--- src/rtl/full_adder_bist_pkg.sv ---
// Shared types and helpers for the full-adder built-in self-test driver/checker.
package full_adder_bist_pkg;

    typedef enum logic [1:0] {
        IDLE = 2'd0,
        RUN  = 2'd1,
        DONE = 2'd2
    } state_e;

    localparam int NUM_VECTORS = 8;

    // Reference sum of three single-bit operands: {carry,sum}.
    function automatic logic [1:0] adder_expect(input logic a, input logic b, input logic c);
        return {1'b0, a} + {1'b0, b} + {1'b0, c};
    endfunction

endpackage

--- src/rtl/full_adder_bist.sv ---
// Sweeps all eight operand vectors into two full-adder variants, holding each vector
// for SETTLE_CYCLES+1 cycles, and records per-vector pass/fail plus a cross-DUT disagreement flag.
module full_adder_bist
    import full_adder_bist_pkg::*;
#(
    parameter int unsigned SETTLE_CYCLES = 2
) (
    input  logic       clk,
    input  logic       reset,
    input  logic       start,
    input  logic [1:0] y_struct,
    input  logic [1:0] y_other,
    output logic       a,
    output logic       b,
    output logic       c,
    output logic       busy,
    output logic       done,
    output logic       pass,
    output logic [7:0] fail_vec,
    output logic [3:0] err_count,
    output logic       disagree
);

    localparam int                CNT_W    = (SETTLE_CYCLES < 1) ? 1 : $clog2(SETTLE_CYCLES + 1);
    localparam logic [CNT_W-1:0]  CNT_LAST = CNT_W'(SETTLE_CYCLES);
    localparam logic [2:0]        LAST_VEC = 3'(NUM_VECTORS - 1);

    state_e           state_reg;
    logic [2:0]       vec_reg;
    logic [CNT_W-1:0] cnt_reg;

    logic [1:0] exp_value;
    logic       vec_fail;
    logic       sample_now;

    // The vector counter wraps 7 -> 0 on the final sample, so the operands idle at 0 in DONE.
    assign {a, b, c} = vec_reg;

    always_comb begin
        exp_value  = adder_expect(vec_reg[2], vec_reg[1], vec_reg[0]);
        vec_fail   = (y_struct != exp_value) || (y_other != exp_value);
        sample_now = (state_reg == RUN) && (cnt_reg == CNT_LAST);
    end

    always_ff @(posedge clk) begin
        if (reset) begin
            state_reg <= IDLE;
            vec_reg   <= '0;
            cnt_reg   <= '0;
            busy      <= 1'b0;
            done      <= 1'b0;
            pass      <= 1'b0;
            fail_vec  <= '0;
            err_count <= '0;
            disagree  <= 1'b0;
        end else begin
            case (state_reg)
                IDLE, DONE: begin
                    if (start) begin
                        state_reg <= RUN;
                        vec_reg   <= '0;
                        cnt_reg   <= '0;
                        busy      <= 1'b1;
                        done      <= 1'b0;
                        pass      <= 1'b0;
                        fail_vec  <= '0;
                        err_count <= '0;
                        disagree  <= 1'b0;
                    end
                end
                RUN: begin
                    if (sample_now) begin
                        cnt_reg  <= '0;
                        vec_reg  <= vec_reg + 3'd1;
                        disagree <= disagree | (y_struct != y_other);
                        if (vec_fail) begin
                            fail_vec[vec_reg] <= 1'b1;
                            err_count         <= err_count + 4'd1;
                        end
                        if (vec_reg == LAST_VEC) begin
                            state_reg <= DONE;
                            busy      <= 1'b0;
                            done      <= 1'b1;
                            // Include the vector being sampled right now in the verdict.
                            pass      <= (fail_vec == 8'h00) && !vec_fail;
                        end
                    end else begin
                        cnt_reg <= cnt_reg + CNT_W'(1);
                    end
                end
                default: state_reg <= IDLE;
            endcase
        end
    end

endmodule
--- config.mk ---
export PLATFORM = sky130hd
export DESIGN_NAME = full_adder_bist
export DESIGN_NICKNAME = d
export VERILOG_FILES = /design/src/rtl/full_adder_bist_pkg.sv /design/src/rtl/full_adder_bist.sv
export SDC_FILE = /design/constraint.sdc
export NUM_CORES = 1
export LEC_CHECK = 0
export BUFFER_PORTS_ARGS = -buffer_cell sky130_fd_sc_hd__buf_2
export CORE_MARGIN = 5
export CORE_UTILIZATION = 55
export DETAILED_ROUTE_END_ITERATION = 7
export PLACE_DENSITY_LB_ADDON = 0.25
export SLEW_MARGIN = 20
export SYNTH_ARGS = -nofsm -noshare
export SYNTH_HDL_FRONTEND = slang
export SYNTH_SLANG_ARGS = --single-unit
--- constraint.sdc ---
create_clock -name clk -period 5.6 [get_ports clk]
set_clock_uncertainty 0.15 [all_clocks]
set_input_delay 0.84 -clock clk [delete_from_list [all_inputs] [get_ports clk]]
set_output_delay 0.84 -clock clk [all_outputs]
set_load 0.01 [all_outputs]
# Yosys cells after proc, flatten, opt, wreduce, memory -nomap -nowiden
# Index checks and enable logic that the tools add are counted.
dict set report op_classes {
  n_addsub 5
  magnitude_cmp 2
  eq_ne 11
  mux 33
  bitwise 2
  reduce_logical 14
}
# cell n
set op_table {}
lappend op_table {{$mux 8} 3}
lappend op_table {{$pmux 8 s2} 1}
lappend op_table {{$mux 4} 3}
lappend op_table {{$mux 1} 10}
lappend op_table {{$mux 2} 5}
lappend op_table {{$logic_not 8->1} 1}
lappend op_table {{$or 8x8->8} 1}
lappend op_table {{$pmux 1 s2} 4}
lappend op_table {{$pmux 2 s2} 2}
lappend op_table {{$pmux 4 s2} 1}
lappend op_table {{$reduce_and 4->1} 2}
lappend op_table {{$mux 3} 2}
lappend op_table {{$ne 2x2->1} 3}
lappend op_table {{$ne 2x2->1 const B} 3}
lappend op_table {{$pmux 3 s2} 1}
lappend op_table {{$reduce_and 3->1} 2}
lappend op_table {{$add 4x1->4 const B} 1}
lappend op_table {{$eq 2x2->1 const B} 2}
lappend op_table {{$lt 3x4->1 const B} 1}
lappend op_table {{$add 3x1->3 const B} 1}
lappend op_table {{$demux 1 s3} 1}
lappend op_table {{$eq 3x3->1 const B} 1}
lappend op_table {{$ge 3x1->1 const B} 1}
lappend op_table {{$logic_and 1x1->1} 3}
lappend op_table {{other kinds (12)} 12}
dict set report totals {
  register_bits 23
  input_bits 7
  out_inout_bits 19
  wordCells 76
}

# Logic depth before layout (Yosys ltp)
dict set report depth {
  word_depth 9
  ltp_mapped 5
  ltp_nobuf 5
}

# Least setup slack after synthesis
# OpenSTA, ideal clock, no wires.
dict set report synth_path {
  kind {register to register}
  start {register vec_reg[0]}
  end {register err_count[3]}
  setup_time_ps 74
  t_arrival_ps 2068
  required_ps 5376
  setup_slack_ps 3308
  path_stages_with_launch 6
  path_buffers 0
  period_less_slack_ps 2292
  path_cell_list {dfxtp_1 fa_1 or3_1 a22oi_1 mux2_1 a31oi_1}
}
dict set report synth_between {
  elab_chain_len 5
  elab_cells_between_ends 6
  cone_classes {1 x add/sub; 3 x eq/ne; 2 x reduce/logical}
}
# item line
set synth_lines {}
lappend synth_lines {{from (decl)} full_adder_bist.sv:29} ;# logic [2:0] vec_reg;
lappend synth_lines {{from (signal assigned)} full_adder_bist.sv:74} ;# vec_reg <= vec_reg + 3'd1;
lappend synth_lines {{$add 2x1->2 *} full_adder_bist_pkg.sv:14} ;# return {1'b0, a} + {1'b0, b} + {1'b0, c};
lappend synth_lines {{$ne 2x2->1} full_adder_bist.sv:41} ;# vec_fail = (y_struct != exp_value) || (y_other != exp_value);
lappend synth_lines {{$logic_or 1x1->1 *} full_adder_bist.sv:41}
lappend synth_lines {{$ne 2x2->1 (no source line) *} n/a}
lappend synth_lines {{$reduce_and 4->1 (no source line) *} n/a}
lappend synth_lines {{to (signal assigned)} full_adder_bist.sv:78} ;# err_count <= err_count + 4'd1;
lappend synth_lines {{to (decl)} full_adder_bist.sv:20} ;# output logic [3:0] err_count,
# Every way passes the cells marked *; elsewhere a longest branch is shown, timed or not.
# A chain may end at the register's enable or synchronous reset.

# Worst setup path in the final report
# Same ends and word-level chain as after synthesis.

==> metrics <==
crit path capture=err_count[3]; Placement Cell Area=1220 sq um; Iteration-0 DRC Markers=27; final hold violations=0; GRT Overall Usage=19.2%; Final Wtd Congestion=0.794; Site Rows=16; post-route ant nets=0; Max Slew Vio Count=0; EDFF count, synth=0; Slowest cell on crit path=dfxtp_1; total core area=1900 sq um; first-pass GRT wire length=4130 um; Initial Util=56.4%; r2r setup slk=3120 ps; synthesized area per cell=8.79 sq um; crit-path cells=fa_1 > or3_1 > a22oi_1 > mux2_1 > a31oi_1; Vias=1000; pin count of the biggest net entering global routing=17; PortBufs=25; maximum fanout along the worst path=10; crit path launch type=flop; GR Overflow Total=0; commonest non-fill, non-tap cell in the layout=buf_2; CP Launch Point=vec_reg[0]; clock sinks=23; Hold Crit Class=reg2reg; I/O pin cnt=26; Via density=5.71; share of async-settable or async-resettable flops after synthesis=0%; Die Span X=54.2 um; hold_buf cts=0; Distinct cells, synth=34; CTS root buf=clkbuf_4; fmax=404 MHz; Total Wirelength=2410 um; yosys warns=0; CP arrival=2570 ps; Final nets=160; CTS max path bufs=2; CTS tree=yes; minimum clock period=2480 ps; number of diodes=0; Worst setup EP type=flop; worst stage delay on the critical path=550 ps; max reg flops=8; clk_lat worst skew=320 ps; Data required, critical path=5700 ps; Top FF cell, synth=dfxtp_1; most frequent cells in the layout=buf_2, dfxtp_1, nor2_1, nand2_1, a21oi_1; synthesized flop and latch total=23; worst reg2reg path endpoint=err_count[3]; fraction of layout cells with a size suffix above 1=23.0%; cts repair resizes=0; area growth from synthesis to layout=16.3%; fin crit share=44.2%; FILL cells=177; fin area=1250 sq um; dpl ws=3140 ps; P_leak=0.000547 uW; max cap viols=0; TritonCTS Buffers=3; Clock Pin Slew Worst Setup and Hold Paths=140 ps; Post-CTS Repair Setup Buffers=0; DRT Pass-1 Iters=4; Max VDD drop=0.184 mV; hpwl dp=1850 um; relative slew slack=69.6%; syn_nets=133; outcome=finished clean; vias in the first global route=946; WS Path Type=reg2reg; Post-Synthesis Cells=122; power per cell area=223 nW/um^2; worst r2r src=vec_reg[0]; unrepaired setup endpoints after global routing=no; worst reg-to-reg path cell count=5; Mapped Area=1070 sq um; H-tree levels=1; Avg WL per Cell=13.8 um; min-delay src=done; # setup viols final=0; setup_tns=0 ps; setup ws final=3120 ps; initial antenna violation count=0; DR DRC count=0; die height=54.2 um; sequential share of the synthesized area=42.9%; Die Area=2930 sq um; Worst Tran Pin Value=455 ps
-- area by class of cell --
type | instances | area, sq um | share of cell area, %
repair buffers | 25 | 125 | 10.0
clock inverters | 1 | 5.00 | 0.401
well taps | 27 | 33.8 | 2.71
clock buffers | 3 | 22.5 | 1.81
inverters | 1 | 3.75 | 0.301
flip-flops and latches | 23 | 460 | 36.9
multi-input cells | 95 | 597 | 47.8
-- where the power goes --
group          internal, uW  switching (uW)
combinational          11.0            17.1
sequential              167            3.61
clock                  26.7            52.4
-- Yosys cell counts (4+ instances only) --
library cell	count	area [sq um]
dfxtp_1	23	460
or3_1	4	25.0
a21oi_1	8	40.0
nor2b_1	5	31.3
nor2_1	18	67.6
nand3_1	7	35.0
nand2_1	14	52.6
-- worst min path at each step --
| stage | cells past startpoint | to | slack [ps] |
|---|---|---|---|
| after floorplan | 2 | state_reg[1] | 320 |
| after global placement | 2 | done | 300 |
| final | 2 | done | 330 |
| after CTS | 2 | done | 330 |
| after detailed placement | 2 | done | 310 |
| after global routing | 2 | fail_vec[7] | 340 |
-- stage by stage --
stage	total power, uW	util, %	instances	hold WS (ps)
floorplan	193	-	122	324
global placement	201	64.1	171	297
detailed placement	202	64.1	171	310
CTS	278	65.6	175	329
global route	289	65.6	175	345
finish	278	65.6	175	328
-- cell families (layout without fill, tap and decap cells) --
logic type | after synthesis | in the layout | synth area share [%]
adder cells (fa/ha/maj) | 4 | 4 | 5.37
AND/OR/NAND/NOR | 64 | 64 | 30.5
multiplexers | 4 | 4 | 3.85
AO/OA/AOI/OAI | 21 | 21 | 14.4
buffers and inverters | 4 | 30 | 1.40
XOR/XNOR | 2 | 2 | 1.63
flip-flops | 23 | 23 | 42.9
-- critical path: cells and delay by family, from the launching register on --
| family | cells | cell delay [ps] |
|---|---|---|
| flops | 1 | 550 |
| fa+ha+maj | 1 | 490 |
| compound gates | 2 | 470 |
| mux | 1 | 360 |
| simple gates | 1 | 380 |
-- layer usage --
metal / vias up / global-route usage (%) / routed length [um]
met5: - / 0 / 0
met4: 0 / 8.71 / 42
met3: 6 / 2.49 / 114
met2: 28 / 32.5 / 1180
met1: 470 / 23.9 / 1080
li1: 496 / - / -
Note: power is estimated with default switching activity, not from simulation.
